## config.mk

```make
export PLATFORM = sky130hd
export DESIGN_NAME = seq_multiplier_flat
export DESIGN_NICKNAME = d
export VERILOG_FILES = /design/src/rtl/seq_multiplier_if.sv /design/src/rtl/seq_multiplier.sv /design/src/flat_wrapper.sv
export SDC_FILE = /design/constraint.sdc
export NUM_CORES = 1
export LEC_CHECK = 0
export BUFFER_PORTS_ARGS = -buffer_cell sky130_fd_sc_hd__buf_2
export CORE_AREA = 2 2 124 126
export CTS_BUF_LIST = sky130_fd_sc_hd__clkbuf_16
export DETAILED_ROUTE_END_ITERATION = 10
export DIE_AREA = 0 0 126 128
export PLACE_DENSITY_LB_ADDON = 0.15
export SETUP_SLACK_MARGIN = 0.5
export SLEW_MARGIN = 0
export SYNTH_ARGS = -nofsm -noshare
export SYNTH_HDL_FRONTEND = slang
export SYNTH_SLANG_ARGS = --single-unit
```

## constraint.sdc

```tcl
create_clock -name clk -period 3 [get_ports clk]
set_input_delay 0.15 -clock clk [delete_from_list [all_inputs] [get_ports clk]]
set_output_delay 0.15 -clock clk [all_outputs]
set_load 0.01 [all_outputs]
```

## src/rtl/seq_multiplier_if.sv

```systemverilog
// Valid/ready operand and product channels for the sequential multiplier.
// The producer/consumer side uses master; the multiplier uses slave.
interface seq_multiplier_if #(
    parameter int unsigned M = 26,
    parameter int unsigned N = 14
);
    localparam int unsigned P = M + N;

    logic         in_valid;
    logic         in_ready;
    logic [M-1:0] multiplicand;
    logic [N-1:0] multiplier;
    logic         out_valid;
    logic         out_ready;
    logic [P-1:0] product;

    modport master (
        output in_valid, multiplicand, multiplier, out_ready,
        input  in_ready, out_valid, product
    );

    modport slave (
        input  in_valid, multiplicand, multiplier, out_ready,
        output in_ready, out_valid, product
    );
endinterface

```

## src/rtl/seq_multiplier.sv

```systemverilog
// Iterative shift-and-add unsigned multiplier: one multiplier bit per clock,
// a single (M+N)-bit adder, fixed N-cycle compute latency.
module seq_multiplier #(
    parameter int unsigned M = 26,
    parameter int unsigned N = 14
) (
    input  logic            clk,
    input  logic            rst,
    seq_multiplier_if.slave bus
);
    localparam int unsigned P  = M + N;
    localparam int unsigned CW = (N > 1) ? $clog2(N) : 1;

    typedef enum logic [1:0] {IDLE, CALC, DONE} state_t;

    state_t         state_q, state_d;
    logic [P-1:0]   areg_q, areg_d;
    logic [N-1:0]   mreg_q, mreg_d;
    logic [P-1:0]   acc_q, acc_d;
    logic [CW-1:0]  cnt_q, cnt_d;
    logic [P-1:0]   prod_q, prod_d;
    logic           ovalid_q, ovalid_d;
    logic [P-1:0]   acc_sum;

    // Product of two unsigned operands always fits in P bits, so no carry-out.
    assign acc_sum = acc_q + (mreg_q[0] ? areg_q : P'(0));

    assign bus.in_ready  = (state_q == IDLE) && !rst;
    assign bus.out_valid = ovalid_q;
    assign bus.product   = prod_q;

    // Next-state and datapath update.
    always_comb begin
        state_d  = state_q;
        areg_d   = areg_q;
        mreg_d   = mreg_q;
        acc_d    = acc_q;
        cnt_d    = cnt_q;
        prod_d   = prod_q;
        ovalid_d = ovalid_q;

        case (state_q)
            IDLE: begin
                if (bus.in_valid) begin
                    areg_d  = P'(bus.multiplicand);
                    mreg_d  = bus.multiplier;
                    acc_d   = '0;
                    cnt_d   = '0;
                    state_d = CALC;
                end
            end
            CALC: begin
                acc_d  = acc_sum;
                areg_d = areg_q << 1;
                mreg_d = mreg_q >> 1;
                cnt_d  = cnt_q + CW'(1);
                if (cnt_q == CW'(N - 1)) begin
                    prod_d   = acc_sum;
                    ovalid_d = 1'b1;
                    state_d  = DONE;
                end
            end
            DONE: begin
                if (bus.out_ready) begin
                    ovalid_d = 1'b0;
                    state_d  = IDLE;
                end
            end
            default: begin
                state_d = IDLE;
            end
        endcase
    end

    // State and datapath registers; reset drops any operation in flight.
    always_ff @(posedge clk) begin
        if (rst) begin
            state_q  <= IDLE;
            areg_q   <= '0;
            mreg_q   <= '0;
            acc_q    <= '0;
            cnt_q    <= '0;
            prod_q   <= '0;
            ovalid_q <= 1'b0;
        end else begin
            state_q  <= state_d;
            areg_q   <= areg_d;
            mreg_q   <= mreg_d;
            acc_q    <= acc_d;
            cnt_q    <= cnt_d;
            prod_q   <= prod_d;
            ovalid_q <= ovalid_d;
        end
    end
endmodule

```

## src/flat_wrapper.sv

```systemverilog
// flat-port wrapper written by rule: the top's interface ports become plain ports
module seq_multiplier_flat 
#(
    parameter int unsigned M = 26,
    parameter int unsigned N = 14
)
  (clk, rst, bus_in_valid, bus_multiplicand, bus_multiplier, bus_out_ready, bus_in_ready, bus_out_valid, bus_product);
  seq_multiplier_if #(.M(M), .N(N)) bus_i ();
  input  logic clk;
  input  logic rst;
  input wire logic [$bits(bus_i.in_valid)-1:0] bus_in_valid;
  input wire logic [$bits(bus_i.multiplicand)-1:0] bus_multiplicand;
  input wire logic [$bits(bus_i.multiplier)-1:0] bus_multiplier;
  input wire logic [$bits(bus_i.out_ready)-1:0] bus_out_ready;
  output wire logic [$bits(bus_i.in_ready)-1:0] bus_in_ready;
  output wire logic [$bits(bus_i.out_valid)-1:0] bus_out_valid;
  output wire logic [$bits(bus_i.product)-1:0] bus_product;
  assign bus_i.in_valid = bus_in_valid;
  assign bus_i.multiplicand = bus_multiplicand;
  assign bus_i.multiplier = bus_multiplier;
  assign bus_i.out_ready = bus_out_ready;
  assign bus_in_ready = bus_i.in_ready;
  assign bus_out_valid = bus_i.out_valid;
  assign bus_product = bus_i.product;
  seq_multiplier #(.M(M), .N(N)) u_core (.clk(clk), .rst(rst), .bus(bus_i));
endmodule
```

Word-level counts from Yosys, hierarchy flattened. Index checks and enable logic that the tools add are counted.

Register bits: 141. Logic and storage cells: 40.

Reductions and logical operators: 9. $add $sub $neg: 2. Equal/unequal tests: 6. Mux-type cells: 16.

Operators by type and width (count): 40-bit case mux with 2 select lines (2); 40-bit 2-to-1 mux (3); 40-bit adder (1); 14-bit case mux with 2 select lines (1); 14-bit 2-to-1 mux (1); 4-bit case mux with 2 select lines (1); 2-bit 2-to-1 mux (3); 2-bit case mux with 3 select lines (1); 3-bit AND reduction (2); 4-bit by 1-bit adder with 4-bit output, second input constant (1); 4-bit equality test, second input constant (1); 4-bit 2-to-1 mux (1); 2-bit != test, second input constant (2); 2-bit AND reduction (2); 2-bit nonzero test (2); 2-bit by 1-bit equality test with 1-bit output, second input constant (1); 2-bit equality test, second input constant (1); 2-bit zero test (1); 1-bit 2-to-1 mux (2); 2-bit by 1-bit != test with 1-bit output, second input constant (1); 1-bit case mux with 2 select lines (1); 1-bit logical AND (1); 1-bit zero test (1).

Depth between registers and ports, before layout. Gate-level depths: netlist (run 1).

Word-level depth: 3. Gate-level depth with buffers: 13. Mapped depth without buffers: 12.

Least setup slack after synthesis (run 1). OpenSTA, ideal clock, no wires.

Kind: register to register. From: reg u_core.mreg_q[0]. To: reg u_core.acc_q[38]. Data arrival time: 3037 ps. Setup time: 128 ps. Setup slack: -165 ps. Clock period less this slack: 3165 ps. Stages on the path, launching flop included: 14. Cell sequence: dfxtp_1 clkbuf_1 and2_1 ha_1 fa_1 a211oi_1 o31ai_4 a32oi_2 o21ai_4 a21oi_2 o31ai_4 a41oi_1 xor2_1 o21ai_1.

Longest elaborated chain between the ends: 3.

RTL lines: start: declaration (line seq_multiplier.sv:18) `logic [N-1:0] mreg_q, mreg_d;`; start signal: assignment (line seq_multiplier.sv:88) `mreg_q <= mreg_d;`; 40-bit 2-to-1 mux (line seq_multiplier.sv:26) `assign acc_sum = acc_q + (mreg_q[0] ? areg_q : P'(0));`; 40-bit adder (line seq_multiplier.sv:26); 40-bit case mux with 2 select lines (line seq_multiplier.sv:42) `case (state_q)`; end signal: assignment (line seq_multiplier.sv:81) `acc_q <= '0;`; end signal: assignment (line seq_multiplier.sv:89) `acc_q <= acc_d;`; end: declaration (line seq_multiplier.sv:19) `logic [P-1:0] acc_q, acc_d;`.

Every way passes these cells. A chain may end at the register's enable or synchronous reset.

Final worst setup path (run 1).
From: reg u_core.mreg_q[0]. To: reg u_core.acc_q[33].

Same word-level chain as after synthesis.

==> results of run 1 <==
## per-layer routing
| metal | up-vias | routed length (um) | global-route usage |
|---|---|---|---|
| met3 | 51 | 947 | 0.05008 |
| met4 | 0 | 567 | 0.1131 |
| met1 | 3613 | 10120 | 0.3624 |
| met2 | 186 | 10070 | 0.4285 |
| li1 | 3769 | - | - |
| met5 | - | 0 | 0 |
## how the worst max path moves through the flow
stage | start | endpoint | cells past startpoint
final | u_core.mreg_q[0] | u_core.acc_q[33] | 13
after global routing | u_core.mreg_q[0] | u_core.bus.product[36] | 14
after CTS | u_core.mreg_q[0] | u_core.bus.product[38] | 12
after detailed placement | u_core.mreg_q[0] | u_core.bus.product[39] | 12
after global placement | u_core.mreg_q[0] | u_core.acc_q[32] | 11
after floorplan | u_core.mreg_q[0] | u_core.bus.product[38] | 13
## per-stage QoR
| step | worst slack, ns | setup TNS (ns) | cell area, um2 | instances | utilization |
|---|---|---|---|---|---|
| final | 0.04763 | 0 | 10150 | 1329 | 0.6827 |
| after global routing | -0.04326 | -0.1300 | 10150 | 1329 | 0.6827 |
| after CTS | 0.1407 | 0 | 9837 | 1318 | 0.6618 |
| after detailed placement | -0.07105 | -0.09285 | 8703 | 1260 | 0.5855 |
| after global placement | 0.06144 | 0 | 8703 | 1260 | 0.5855 |
| after floorplan | 0.1374 | 0 | 8019 | 1022 | - |
## Yosys cell counts (all sizes together) (2+ instances only)
cell type	count
nand3	9
and2	41
and4	3
clkbuf	67
and3	6
or4	4
nor2	180
o211ai	2
a31oi	3
a21oi	111
nand4	10
nor4	3
a22oi	31
dfxtp	141
a21boi	2
o21ai	42
nand3b	11
a22o	14
xor2	23
o31ai	3
ha	41
inv	4
nor3	48
a211oi	9
a211o	2
nand4b	5
o21bai	3
nand2b	7
nand2	92
a41oi	3
o21a	3
xnor2	15
buf	6
nor2b	42
a21o	21
## repair_timing
action                                 4_1_cts  5_1_grt
buffers inserted                            25       11
hold buffers                                 1        0
pin swaps                                   44       66
endpoints found under the hold margin        1        0
gates resized for setup                     57       47
setup endpoints to repair                   52       62
## sequential cells by signal, indices dropped and copies added, names as in the netlist
register              cells
u_core.areg_q            40
u_core.bus.out_valid      1
u_core.bus.product       40
u_core.cnt_q              4
u_core.mreg_q            14
u_core.acc_q             40
u_core.state_q            2
## cells by family (layout without fill, tap and decap cells)
group                    after synthesis  count (layout)  synth area share
AND/OR/NAND/NOR                      464             464            0.2805
AO/OA/AOI/OAI                        259             259            0.2100
flip-flops                           141             141            0.3606
buffers and inverters                 77             196           0.03692
adder cells (fa/ha/maj)               42              42           0.06808
XOR/XNOR                              38              38           0.04251
multiplexers                           1               1          0.001438
## worst register-to-register path, cell delays in order (launching register included)
cell     delay (ns)
dfxtp_4        0.37
buf_6          0.14
and2_1         0.18
ha_4           0.25
a21oi_1        0.19
o21ai_1        0.15
a21o_1         0.21
a211o_1        0.34
a21oi_4        0.27
buf_4          0.18
a21oi_4        0.08
a31oi_1        0.18
xor2_1         0.21
o21ai_1        0.08
## layout make-up
type / count / area share
well taps: 188 / 0.02318
clock buffers: 17 / 0.04192
multi-input cells: 804 / 0.5289
clock inverters: 15 / 0.02170
inverters: 4 / 0.001479
flip-flops and latches: 141 / 0.2789
repair buffers: 160 / 0.1039
## power by group through the flow
stage          clock (uW)  combinational (uW)  sequential, uW
2_1_floorplan           0                 311            2000
3_3_place_gp            0                 411            2020
3_5_place_dp            0                 416            2020
4_1_cts              2320                 449            1980
5_1_grt              2410                 519            1990
6_report             2310                 462            1980
==> impl_metrics.json, run 1 <==
{
  "clockRootBuffer": "clkbuf_16",
  "vias": 7619,
  "synth_nets": 1108,
  "grt_antenna_before_repair": 0,
  "synth_edf_count": 0,
  "wl_per_cell_um": 16.33,
  "grt_pass1_vias": 7206,
  "tightest_slew_ns": 0.7894,
  "combinationalPowerShare": 0.097,
  "drtIter0Drc": 526,
  "slew_viol_final": 0,
  "status": "finished clean",
  "crit_path_max_incr_delay_ns": 0.37,
  "ys_types": 55,
  "finalClockSkew_ns": 0.008548,
  "p_sw_frac": 0.2435,
  "period_minus_slack_ns": 2.952,
  "synthCells": 1022,
  "min_from": "bus_multiplier[13]",
  "core-area_mm2": 0.01486,
  "layout_common_cells": "178 x nor2_1, 137 x dfxtp_1, 94 x a21oi_1, 90 x nand2_1, 84 x buf_2",
  "maxClockFrequency_ghz": 0.3387,
  "drc": 0,
  "pwr-share-seq": 0.417,
  "ys_seq_area_frac": 0.3606,
  "syn_avg_cell_area_um2": 7.660,
  "ir_drop_v": 0.0004170,
  "min_path_type": "in2reg",
  "area_growth_pct": 29.63,
  "slew_headroom": 0.4714,
  "vias_per_cell": 5.733,
  "diodes": 0,
  "hold_depth": 4,
  "cp.required_ns": 3.30,
  "power.leakage_uw": 0.004375,
  "rr_worst_depth": 13,
  "cts_tree": "done",
  "numCtsBuffers": 17,
  "fillCellCount": 1238,
  "rsz0062_at_grt": "yes",
  "nNetsFinal": 1214,
  "finalSetupViolCount": 0,
  "multi_input_area_mm2": 0.005368,
  "port_buffers": 85,
  "finalHoldViolCount": 0,
  "intPower_uw": 3594,
  "critical_path.cell_chain": "buf_6 > and2_1 > ha_4 > a21oi_1 > o21ai_1 > a21o_1 > a211o_1 > a21oi_4 > buf_4 > a21oi_4 > a31oi_1 > xor2_1 > o21ai_1",
  "place_hpwl_mm": 14.28,
  "register_area_mm2": 0.002830,
  "dieArea_mm2": 0.01613,
  "grt_pass1_wl_mm": 35.62,
  "r2r_start": "u_core.mreg_q[0]",
  "dr.pass1.iters": 5,
  "power_uw": 4751,
  "hold_ws_ns": 0.1243,
  "synth-main-ff-cell": "dfxtp_1",
  "clk_pin_slew_worst_paths_ns": 0.06,
  "holdPathEnd": "u_core.mreg_q[13]",
  "syn-cell-area_mm2": 0.007829,
  "numClockSinks": 141,
  "timing.final.crit_share": 0.9841,
  "row_count": 45,
  "layout_commonest_cell": "nor2_1",
  "yosys-top-cells-area": "dfxtp_1 36%, nor2_1 8.6%, a21oi_1 7.0%, ha_1 6.6%, nand2_1 4.4%",
  "rrSetupSlack_ns": 0.05,
  "die_w_um": 126,
  "htree_levels": 4,
  "p_clk_frac": 0.486,
  "ant_nets": 0,
  "grt_usage": 0.2699,
  "drive_above_1_share": 0.2542,
  "gr-total-overflow": 0,
  "start_kind": "flip-flop",
  "clk_latency_ns": 0.43,
  "ys_warn_count": 0,
  "crit_arrival_ns": 3.25,
  "ys_ff_latch": 141,
  "maxCapViolCount": 0,
  "place.gp.congestion": 0.9043,
  "power_switching_uw": 1157,
  "rr_endpoint": "u_core.acc_q[33]",
  "async_flop_share": 0,
  "synth_top_area_frac": 0.3606,
  "clk_path_buf_depth": 2,
  "die_h_um": 128,
  "p_per_area_mw_per_mm2": 468.2,
  "critPathKind": "reg2reg",
  "path_buf_inv": 2,
  "io_pins": 86,
  "end_kind": "flip-flop",
  "grt_start_max_net_pins": 87,
  "wl_mm": 21.71,
  "yosysTopAreaCell": "dfxtp_1",
  "critPathSlowestCell": "dfxtp_4",
  "cpLargestDelayFamily": "compound AO/OA/AOI/OAI gates",
  "initial_utilization": 0.5267,
  "cp_max_fo": 7
}
(Power assumes the default switching activity.)
==> run 2: changes to the inputs <==
--- a/config.mk
+++ b/config.mk
@@ -10,7 +10,7 @@
 export CTS_BUF_LIST = sky130_fd_sc_hd__clkbuf_16
 export DETAILED_ROUTE_END_ITERATION = 10
 export DIE_AREA = 0 0 126 128
-export PLACE_DENSITY_LB_ADDON = 0.15
+export PLACE_DENSITY = 0.81
 export SETUP_SLACK_MARGIN = 0.5
 export SLEW_MARGIN = 0
 export SYNTH_ARGS = -nofsm -noshare
==> run 2 against run 1 <==
Net effect:
- clock skew up 0.0016 ns
- sequential cell count unchanged
- first-iteration DRC count up 33%
- worst hold slack better by 0.0012 ns
- die area unchanged
- largest cell class unchanged
- sequential share of layout area down 0.084 points
- combinational power up 5.0%
==> impl_metrics.json, run 2 (synthesized netlist as in run 1, its figures left out) <==
{
  "start_kind": "flip-flop",
  "slew_viol_final": 0,
  "cts_tree": "done",
  "critPathKind": "reg2reg",
  "clockRootBuffer": "clkbuf_16",
  "htree_levels": 4,
  "layout_setup_ws_ns": 0.08922,
  "grt_start_max_net_pins": 74,
  "multi_input_area_mm2": 0.005497,
  "maxCapViolCount": 0,
  "dieArea_mm2": 0.01613,
  "nNetsFinal": 1211,
  "die_h_um": 128,
  "initial_utilization": 0.5267,
  "die_w_um": 126,
  "fillCellCount": 1170,
  "row_count": 45,
  "place_hpwl_mm": 14.30,
  "wl_mm": 23.07,
  "rsz0062_at_grt": "yes",
  "clk_latency_ns": 0.44,
  "grt_pass1_wl_mm": 35.66,
  "dpl_worst_slack_ns": 0.04908,
  "grt_antenna_before_repair": 0,
  "drive_above_1_share": 0.2715,
  "power.leakage_uw": 0.004335,
  "slew_headroom": 0.5341,
  "timing.final.crit_share": 0.9703,
  "layout_commonest_cell": "nor2_1",
  "status": "finished clean",
  "finalHoldViolCount": 0,
  "finalSetupViolCount": 0,
  "end_kind": "flip-flop",
  "vias_per_cell": 5.918,
  "vias": 7847,
  "dr.pass1.iters": 5,
  "maxClockFrequency_ghz": 0.3436,
  "place.gp.congestion": 0.9504,
  "diodes": 0,
  "tightest_slew_ns": 0.6988,
  "grt_usage": 0.2699,
  "power_uw": 4485,
  "gr-total-overflow": 0,
  "p_per_area_mw_per_mm2": 440.8,
  "design_area_mm2": 0.01017,
  "io_pins": 86,
  "core-area_mm2": 0.01486,
  "register_area_mm2": 0.002829,
  "grt_pass1_vias": 7260,
  "ant_nets": 0,
  "drtIter0Drc": 702,
  "period_minus_slack_ns": 2.911,
  "placed_area_mm2": 0.008692,
  "ir_drop_v": 0.0004232,
  "layout_common_cells": "176 x nor2_1, 138 x dfxtp_1, 89 x nand2_1, 84 x a21oi_1, 84 x buf_2",
  "cp.required_ns": 3.38,
  "numCtsBuffers": 17,
  "min_path_type": "in2reg",
  "finalClockSkew_ns": 0.01016,
  "crit_arrival_ns": 3.29,
  "numClockSinks": 141,
  "cp_max_fo": 6,
  "clk_pin_slew_worst_paths_ns": 0.06,
  "area_growth_pct": 29.97,
  "drc": 0,
  "wl_per_cell_um": 17.40,
  "port_buffers": 85,
  "clk_path_buf_depth": 2
}
## run 2: changes by cell type in the layout (fill, tap and decap cells not counted), moves of 5 or more
cell,previous run,this run
o21ai_2,2,8
a21oi_1,94,84
ha_1,24,16
a21oi_2,13,21
o21ai_1,32,26
ha_2,3,8
## run 2: cell type report
type,instances,share of cell area
multi-input combinational,804,0.5402
sequential,141,0.2780
timing repair buffer,157,0.1024
clock buffer,17,0.04181
tap,188,0.02312
clock inverter,15,0.01291
inverter,4,0.001476
## run 2: critical path, stage by stage (launching register included)
cell	delay, ns
dfxtp_4	0.39
buf_6	0.14
and2_4	0.17
ha_4	0.27
a21oi_2	0.06
nand4b_1	0.25
a21oi_2	0.27
a211o_1	0.22
a21oi_4	0.09
buf_6	0.15
a21oi_4	0.20
o2bb2ai_4	0.09
or4_1	0.46
nand3_1	0.09
## run 2: timing repair
item | in CTS | in global routing
hold buffers | 1 | 0
endpoints found under the hold margin | 1 | 0
cloned | 0 | 1
pin swaps | 26 | 44
endpoints found under the setup margin | 55 | 58
buffers inserted | 15 | 18
gates resized for setup | 54 | 78
## run 2: per-layer routing
layer  track usage  vias to the layer above  part of all wire
li1              -                     3750                 -
met1        0.3644                     3716              0.43
met2        0.4345                      318              0.48
met3       0.04466                       63             0.065
met4        0.1054                        0             0.027
met5             0                        -                 0
## run 2: path summary, 6_finish.rpt
path                           from                     end  slack, ns  cells after the start
max                u_core.mreg_q[0]  u_core.bus.product[27]       0.09                     13
min               bus_multiplier[3]        u_core.mreg_q[3]       0.13                      5
max reg2reg        u_core.mreg_q[0]  u_core.bus.product[27]       0.09                     13
min reg2reg  u_core.bus.product[17]  u_core.bus.product[17]       0.45                      2
## run 2: stage by stage
step,cells,TNS [ns],hold WS (ns),util
global placement,1259,0,0.4390,0.5848
global route,1326,-0.1549,0.1492,0.6845
detailed placement,1259,0,0.4376,0.5848
floorplan,1022,0,0.3365,-
finish,1326,0,0.1256,0.6845
CTS,1307,0,0.1201,0.6479
## run 2: where the power goes
group / internal (uW) / leakage [uW] / switching, uW
combinational: 204 / 0.00291 / 281
clock: 1200 / 0.000274 / 815
sequential: 1930 / 0.00115 / 53.2
